===== src/rtl/max_pool_window_feeder.sv =====
// Raster pixel stream to 3-row column stream for the max-pool column datapath.
// Latency: 1 cycle accept->col_en_o, 2 cycles accept->pool_v_o, 1 cycle accept->frame_done_o.
// Backpressure: none internally; pix_ready_o is low only during reset, and downstream cannot stall.
module max_pool_window_feeder #(
    parameter int IMG_W  = 28,
    parameter int IMG_H  = 28,
    parameter int POOL_W = 3,
    parameter int PIX_W  = 8
) (
    input  logic                               clk_i,
    input  logic                               reset_i,
    input  logic                               pix_v_i,
    input  logic [PIX_W-1:0]                   pix_i,
    output logic                               pix_ready_o,
    output logic [2:0][PIX_W-1:0]              col_o,
    output logic                               col_en_o,
    output logic                               col_init_o,
    output logic                               pool_v_o,
    output logic [$clog2(IMG_W/POOL_W)-1:0]    pool_x_o,
    output logic                               frame_done_o
);
    localparam int CW = $clog2(IMG_W);
    localparam int RW = $clog2(IMG_H);
    localparam int NW = IMG_W / POOL_W;
    localparam int XW = $clog2(NW);
    localparam int SW = (POOL_W > 1) ? $clog2(POOL_W) : 1;

    localparam logic [CW-1:0] COL_LAST = CW'(IMG_W - 1);
    localparam logic [RW-1:0] ROW_LAST = RW'(IMG_H - 1);
    localparam logic [SW-1:0] SUB_LAST = SW'(POOL_W - 1);
    localparam logic [XW:0]   WIN_LIM  = (XW+1)'(NW);
    localparam logic [RW-1:0] GRP_LIM  = RW'(IMG_H / 3);

    // Position counters: column, row, row phase, column-within-window, window index, row group
    logic [CW-1:0] col_q, col_d;
    logic [RW-1:0] row_q, row_d;
    logic [1:0]    phase_q, phase_d;
    logic [SW-1:0] sub_q, sub_d;
    logic [XW:0]   wx_q, wx_d;
    logic [RW-1:0] grp_q, grp_d;

    logic                 ready_q;
    logic [2:0][PIX_W-1:0] col_q_o;
    logic                 col_en_q, col_init_q;
    logic                 last_q;
    logic [XW-1:0]        last_x_q;
    logic                 pool_v_q;
    logic [XW-1:0]        pool_x_q;
    logic                 done_q;

    logic [PIX_W-1:0] lb0_q [IMG_W];
    logic [PIX_W-1:0] lb1_q [IMG_W];

    logic accept;
    logic in_win;   // pixel lies inside a complete pooling window (not in a discarded tail)
    logic live;     // accepted phase-2 pixel that completes a column

    assign accept = pix_v_i & ready_q;
    assign in_win = (wx_q < WIN_LIM) && (grp_q < GRP_LIM);
    assign live   = accept && (phase_q == 2'd2) && in_win;

    // Counter next-state: advance only on accepted pixels, wrapping at row and frame ends
    always_comb begin
        col_d   = col_q;
        row_d   = row_q;
        phase_d = phase_q;
        sub_d   = sub_q;
        wx_d    = wx_q;
        grp_d   = grp_q;
        if (accept) begin
            if (col_q == COL_LAST) begin
                col_d = '0;
                sub_d = '0;
                wx_d  = '0;
                if (row_q == ROW_LAST) begin
                    row_d   = '0;
                    phase_d = '0;
                    grp_d   = '0;
                end else begin
                    row_d = row_q + 1'b1;
                    if (phase_q == 2'd2) begin
                        phase_d = '0;
                        grp_d   = grp_q + 1'b1;
                    end else begin
                        phase_d = phase_q + 1'b1;
                    end
                end
            end else begin
                col_d = col_q + 1'b1;
                if (sub_q == SUB_LAST) begin
                    sub_d = '0;
                    wx_d  = wx_q + 1'b1;
                end else begin
                    sub_d = sub_q + 1'b1;
                end
            end
        end
    end

    // State and output registers; reset drops any column or pool result in flight
    always_ff @(posedge clk_i) begin
        if (reset_i) begin
            col_q      <= '0;
            row_q      <= '0;
            phase_q    <= '0;
            sub_q      <= '0;
            wx_q       <= '0;
            grp_q      <= '0;
            ready_q    <= 1'b0;
            col_q_o    <= '0;
            col_en_q   <= 1'b0;
            col_init_q <= 1'b0;
            last_q     <= 1'b0;
            last_x_q   <= '0;
            pool_v_q   <= 1'b0;
            pool_x_q   <= '0;
            done_q     <= 1'b0;
        end else begin
            col_q      <= col_d;
            row_q      <= row_d;
            phase_q    <= phase_d;
            sub_q      <= sub_d;
            wx_q       <= wx_d;
            grp_q      <= grp_d;
            ready_q    <= 1'b1;
            col_en_q   <= live;
            col_init_q <= live && (sub_q == '0);
            if (live) begin
                col_q_o <= {pix_i, lb1_q[col_q], lb0_q[col_q]};
            end
            last_q   <= live && (sub_q == SUB_LAST);
            last_x_q <= wx_q[XW-1:0];
            pool_v_q <= last_q;
            if (last_q) begin
                pool_x_q <= last_x_q;
            end
            done_q <= accept && (col_q == COL_LAST) && (row_q == ROW_LAST);
        end
    end

    // Line buffers hold rows 3k and 3k+1 until the third row of the group arrives
    always_ff @(posedge clk_i) begin
        if (accept && in_win && (phase_q == 2'd0)) begin
            lb0_q[col_q] <= pix_i;
        end
        if (accept && in_win && (phase_q == 2'd1)) begin
            lb1_q[col_q] <= pix_i;
        end
    end

    assign pix_ready_o  = ready_q;
    assign col_o        = col_q_o;
    assign col_en_o     = col_en_q;
    assign col_init_o   = col_init_q;
    assign pool_v_o     = pool_v_q;
    assign pool_x_o     = pool_x_q;
    assign frame_done_o = done_q;
endmodule


===== config.mk =====
export PLATFORM = sky130hd
export DESIGN_NAME = max_pool_window_feeder
export DESIGN_NICKNAME = d
export VERILOG_FILES = /design/src/rtl/max_pool_window_feeder.sv
export SDC_FILE = /design/constraint.sdc
export NUM_CORES = 1
export LEC_CHECK = 0
export ABC_AREA = 0
export ABC_CLOCK_PERIOD_IN_PS = 2200
export CELL_PAD_IN_SITES_DETAIL_PLACEMENT = 1
export CELL_PAD_IN_SITES_GLOBAL_PLACEMENT = 2
export CORE_MARGIN = 5
export CORE_UTILIZATION = 43
export DETAILED_ROUTE_END_ITERATION = 16
export PLACE_DENSITY = 0.86
export SLEW_MARGIN = 20
export SYNTH_ARGS = -nofsm -noshare
export SYNTH_HDL_FRONTEND = slang
export SYNTH_SLANG_ARGS = --single-unit

===== constraint.sdc =====
create_clock -name clk_i -period 2.2 [get_ports clk_i]
set_input_delay 0.22 -clock clk_i [delete_from_list [all_inputs] [get_ports clk_i]]
set_output_delay 0.22 -clock clk_i [all_outputs]
set_load 0.005 [all_outputs]

==> results of run 1 <==
[worst paths after layout]
kind	start	endpoint	slack [ns]	cells after the start
max	col_q[3]	lb1_q[19][7]	0.005	5
min	pix_i[3]	lb1_q[17][3]	0.09	1
max reg2reg	col_q[3]	lb1_q[19][7]	0.005	5
min reg2reg	last_x_q[0]	pool_x_o[0]	0.47	2
[critical path: stages, from the launching register on]
cell and delay, ns:
dfxtp_1 0.46, inv_1 0.14, buf_4 0.35, nand2_1 0.42, nor2_1 0.27, buf_4 0.23
[area by class of cell]
type | instances | area [um^2] | area share, %
sequential | 510 | 14700 | 62.2
multi-input combinational | 480 | 4860 | 20.5
timing repair buffer | 185 | 1750 | 7.40
clock buffer | 65 | 1350 | 5.71
tap | 600 | 751 | 3.18
clock inverter | 25 | 196 | 0.831
inverter | 7 | 26.3 | 0.111
[logic make-up (layout without fill, tap and decap cells)]
family	after synthesis	after routing	synth area share, %
flip-flops	510	510	73.8
AO/OA/AOI/OAI	127	127	4.54
adder cells (fa/ha/maj)	7	7	0.440
XOR/XNOR	8	8	0.352
AND/OR/NAND/NOR	201	201	4.65
buffers and inverters	65	282	2.28
multiplexers	137	137	13.9
[synth_stat cells (10+ instances only)]
| library cell | n | area share, % |
|---|---|---|
| nand2_1 | 54 | 1.0 |
| mux4_1 | 29 | 3.8 |
| a221oi_1 | 11 | 0.48 |
| buf_6 | 13 | 0.74 |
| o21ai_0 | 30 | 0.75 |
| a31oi_1 | 18 | 0.57 |
| mux4_2 | 74 | 8.4 |
| buf_2 | 13 | 0.33 |
| a22o_1 | 12 | 0.53 |
| nor2_1 | 85 | 1.6 |
| dfxtp_1 | 62 | 6.2 |
| a31o_2 | 13 | 0.57 |
| edfxtp_1 | 448 | 68 |
| clkbuf_1 | 17 | 0.32 |
| buf_4 | 10 | 0.38 |
| a21oi_1 | 18 | 0.45 |
| nand3_1 | 13 | 0.33 |
| mux2i_1 | 31 | 1.6 |
[power breakdown]
group | internal, mW | switching, mW
Combinational | 0.316 | 0.454
Clock | 4.65 | 3.51
Sequential | 10.5 | 0.0181
[routing by layer]
| layer | track usage, % | routed length, um | part of all wire [%] |
|---|---|---|---|
| met4 | 6.54 | 1500 | 2.9 |
| met2 | 34.8 | 26500 | 51 |
| met1 | 26.7 | 20500 | 40 |
| met3 | 3.39 | 3240 | 6.2 |
| met5 | 0 | 0 | 0 |
[state kept, by name, summed over array words and instances (netlist names)]
| signal | cells |
|---|---|
| col_init_o | 1 |
| sub_q | 2 |
| pix_ready_o | 1 |
| col_o | 24 |
| frame_done_o | 1 |
| last_q | 1 |
| last_x_q | 4 |
| phase_q | 2 |
| lb1_q | 224 |
| col_en_o | 1 |
| wx_q | 5 |
| pool_v_o | 1 |
| lb0_q | 224 |
| col_q | 5 |
| pool_x_o | 4 |
| row_q | 5 |
| grp_q | 5 |
[per-stage QoR]
| stage | setup slack [ns] | TNS (ns) | total power, mW | hold slack (ns) | util [%] |
|---|---|---|---|---|---|
| after global routing | -0.0249 | -0.187 | 20.1 | 0.0744 | 51.9 |
| after CTS | -0.00238 | -0.00238 | 19.6 | 0.0746 | 51.6 |
| final | 0.00498 | 0 | 19.5 | 0.0923 | 51.9 |
| after detailed placement | -0.165 | -16.84 | 11.5 | 0.458 | 48.1 |
| after global placement | -0.118 | -8.27 | 11.5 | 0.447 | 48.1 |
| after floorplan | 0.0247 | 0 | 11.1 | 0.319 | - |
[repair_timing]
action,CTS,global route
hold endpoints to repair,4,0
cloned,1,0
setup endpoints to repair,25,220
buffers inserted,0,1
pin swaps,0,3
hold buffers,1,0
gates resized for setup,2,27
==> results.md, run 1 <==
* Status: finished clean
* Core area at 45600 um^2
* Critical path required time at 2.49 ns
* Fillers at 4144
* Overflow after GRT at 0
* DRC Markers at 0
* Final Max Slew Viols at 0
* Global-route wire length before repair at 76300 um
* Gate Count Post-Synth at 1055
* Area delta synth->final at 18.7%
* Die area at 50700 um^2
* ANT nets after route at 0
* Synthesized area at 19900 um^2
* MaxCap Viol Count at 0
* Largest net degree at the start of global routing at 58
* Initial antenna violation count at 0
* Prevailing post-synth register cell: edfxtp_1
* Clk_skew at 0.0147 ns
* Final wirelength at 51800 um
* Total CTS buffers at 49
* Width of the chip at 225 um
* Diode count at 0
* Tmin final at 2.20 ns
* Iteration-0 DRC count of the detailed router at 1078
* Starting Density at 43.7%
* Worst slew margin at 42.6%
* Final nets at 1251
* Worst-skew pair later-pin latency at 0.59 ns
* Register area share after synthesis at 73.8%
* Clock root buffer: clkbuf_16
* DR vias at 10900
* Clk sinks at 510
* Syn nets at 1073
* Asr flop ratio synth at 0%
* Cell Rows at 78
* GRT Overall Usage at 20.3%
* IO Pins at 44
* Vias in the first global route at 11400
* #FFs+latches synth at 510
* Setup CP Type: flop to flop
* Worst Path Arrival at 2.48 ns
* Clock transition at path regs at 0.07 ns
* Number of enable flip-flop cells after synthesis at 448
* Peak VDD IR at 0.625 mV
* CP endpoint kind: flop
* CTS tree: built
* Final Hold Fails at 0
* # placed instances at 1779
* Most common cell after layout, fill and taps aside: edfxtp_1
* Fin crit share at 99.8%
* Design Area, Final at 23600 um^2
* DR WL/cell at 27.7 um
* Placed instance area at 21900 um^2
* Leakage at 7.67 nW
* Slew @ Worst Pin at 0.858 ns
* Final estimated routing congestion in global placement at 0.794
* 1st-pass router iterations at 5
* Worst Setup Start Kind: flop
* Power density cells at 824 nW/um^2
* Port Buf Inserts at 43
* Post-detail-place hpwl at 33400 um
* Via-to-Cell Ratio at 5.83
* Worst Hold Class: primary input to flop
* Yosys Warn Count at 0
* Crit-path max FO at 29
* Max frequency at 456 MHz
* Final non-filler cell total at 1872
* Synth cell types at 57
* Final setup violation count at 0
* Clock Path Buffers at 3
* Syn_area_per_cell at 18.9 um^2
* Die height at 225 um
* Ratio of cells with drive above 1 in the final layout at 26.7%
* H-tree depth at 2
* Commonest non-fill, non-tap cells in the layout: 448 x edfxtp_1, 115 x buf_4, 80 x nor2_1, 75 x mux4_2, 57 x dfxtp_1
No activity file was read; power rests on OpenSTA's default activity.
==> run 2: changes to the inputs <==
CELL_PAD_IN_SITES_DETAIL_PLACEMENT = 0   (was 1)
CELL_PAD_IN_SITES_GLOBAL_PLACEMENT = 1   (was 2)
CORE_UTILIZATION = 49   (was 43)
PLACE_DENSITY = 0.87   (was 0.86)
==> run 2 against run 1 <==
  * Register-to-register slack better by 0.03 ns
  * Hold slack better by 0.040 ns
  * Sequential cell count unchanged
  * Die area down 12%
  * Worst setup slack better by 0.028 ns
  * Cell count shrank 3.7%
  * Via count decreased by 0.16%
  * Design area about the same
  * Clock-buffer cell count decreased by 5
  * Global-route usage is 0.26 points higher
  * Critical path type unchanged
  * Largest cell class unchanged
  * Power increased by 3.2%
==> results.md, run 2 (synthesis results as in run 1) <==
* Clk_skew at 0.0237 ns
* Diode count at 0
* Final Hold Fails at 0
* Area delta synth->final at 18.7%
* Overall power at 20.1 mW
* Minimum setup slack after placement at -0.204 ns
* Overflow after GRT at 0
* IO Pins at 44
* Fin crit share at 98.5%
* Clock transition at path regs at 0.06 ns
* Post-detail-place hpwl at 29400 um
* Peak VDD IR at 0.579 mV
* CP endpoint kind: flop
* Ratio of cells with drive above 1 in the final layout at 26.9%
* DR vias at 10900
* Worst Path Arrival at 2.61 ns
* Slew @ Worst Pin at 0.856 ns
* Width of the chip at 212 um
* ANT nets after route at 0
* Hold_sp: pix_i[1]
* Power density cells at 850 nW/um^2
* Final Max Slew Viols at 0
* Net Sw Frac at 19.7%
* Iteration-0 DRC count of the detailed router at 1452
* Design Area, Final at 23600 um^2
* CTS tree: built
* Via-to-Cell Ratio at 6.05
* Worst Hold Class: primary input to flop
* Worst slew margin at 42.9%
* Internal at 16.1 mW
* Critical path required time at 2.65 ns
* DR WL/cell at 25.6 um
* Hold-fix buffers at CTS at 0
* Clock Path Buffers at 3
* CP Launch Point: col_q[0]
* Clk sinks at 510
* MaxCap Viol Count at 0
* Placed instance area at 21800 um^2
* Starting Density at 49.8%
* Setup CP Type: flop to flop
* Leakage at 7.71 nW
* Final setup violation count at 0
* Worst Setup Start Kind: flop
* Total CTS buffers at 50
* Commonest non-fill, non-tap cells in the layout: 448 x edfxtp_1, 129 x buf_4, 84 x nor2_1, 75 x mux4_2, 59 x dfxtp_1
* Crit-path max FO at 17
* Worst r2r src: col_q[0]
* Setup WS post-layout at 0.0330 ns
* GRT Overall Usage at 20.5%
* Final nets at 1257
* DRC Markers at 0
* Port Buf Inserts at 43
* WHS at 0.133 ns
* Initial antenna violation count at 0
* Final estimated routing congestion in global placement at 0.830
* Vias in the first global route at 10900
* Clock root buffer: clkbuf_16
* Clk pwr share at 43.9%
* Comb pwr share at 3.6%
* Most common cell after layout, fill and taps aside: edfxtp_1
* Status: finished clean
* Worst-skew pair later-pin latency at 0.59 ns
* 1st-pass router iterations at 5
* Largest net degree at the start of global routing at 58
* Die area at 44800 um^2
* H-tree depth at 2
* Global-route wire length before repair at 69000 um
* Final wirelength at 46100 um
* Setup tns final at 0 ns
* Cell Rows at 73
* Die height at 212 um
* Net Sw Power at 3.96 mW
* Core area at 40000 um^2
* Flop pwr share at 52.5%
* Max frequency at 461 MHz
* Tmin final at 2.17 ns
## run 2: changes by cell type in the layout (fill, tap and decap cells not counted), sizes merged
cell,before,now
clkbuf,65,60
dlygate4sd3,1,0
bufinv,3,8
clkinv,22,18
buf,148,155
inv,7,6
clkinvlp,0,5
bufbuf,1,0
## run 2: per-layer routing
metal  wire length, um  up-vias  global-route usage, %
met5                 0        -                      0
met4              1190        0                   6.44
met3              3520       72                   3.22
met2             23000      514                   34.1
met1             18400     5652                   28.4
li1                  -     4659                      -
## run 2: power groups by stage
stage	Combinational, mW	Sequential, mW	Clock [mW]
floorplan	0.368	10.7	0
global placement	0.681	10.7	0
detailed placement	0.700	10.7	0
CTS	0.707	10.5	8.94
global route	0.769	10.5	9.37
finish	0.729	10.5	8.82
## run 2: final cells by class
class,instances,area [um^2]
clock buffer,60,1350
sequential,510,14700
timing repair buffer,190,1710
multi-input combinational,480,4830
inverter,7,26.3
fill,2849,16400
tap,525,657
clock inverter,30,355
## run 2: path summary, 6_finish.rpt
path,slack [ns],cells past startpoint,endpoint
max,0.03,6,col_o[8]
max reg2reg,0.03,6,col_o[8]
min reg2reg,0.47,2,pool_x_o[1]
min,0.13,1,lb0_q[21][1]
## run 2: per-stage QoR
step,utilization [%],cells
after floorplan,-,1055
after global placement,54.5,1703
after detailed placement,54.5,1703
after CTS,58.8,1793
after global routing,59.1,1802
final,59.1,1802
## run 2: worst max-delay path: stages (launching register included)
cell and delay [ns]:
dfxtp_4 0.45, buf_12 0.19, buf_4 0.19, mux4_1 0.57, or2_2 0.31, a31oi_1 0.20
o32ai_1 0.12
## run 2: what timing repair did
item	in CTS	in global routing
gates resized for setup	3	12
setup buffers	0	9
setup endpoints to repair	16	154
pin swaps	0	2
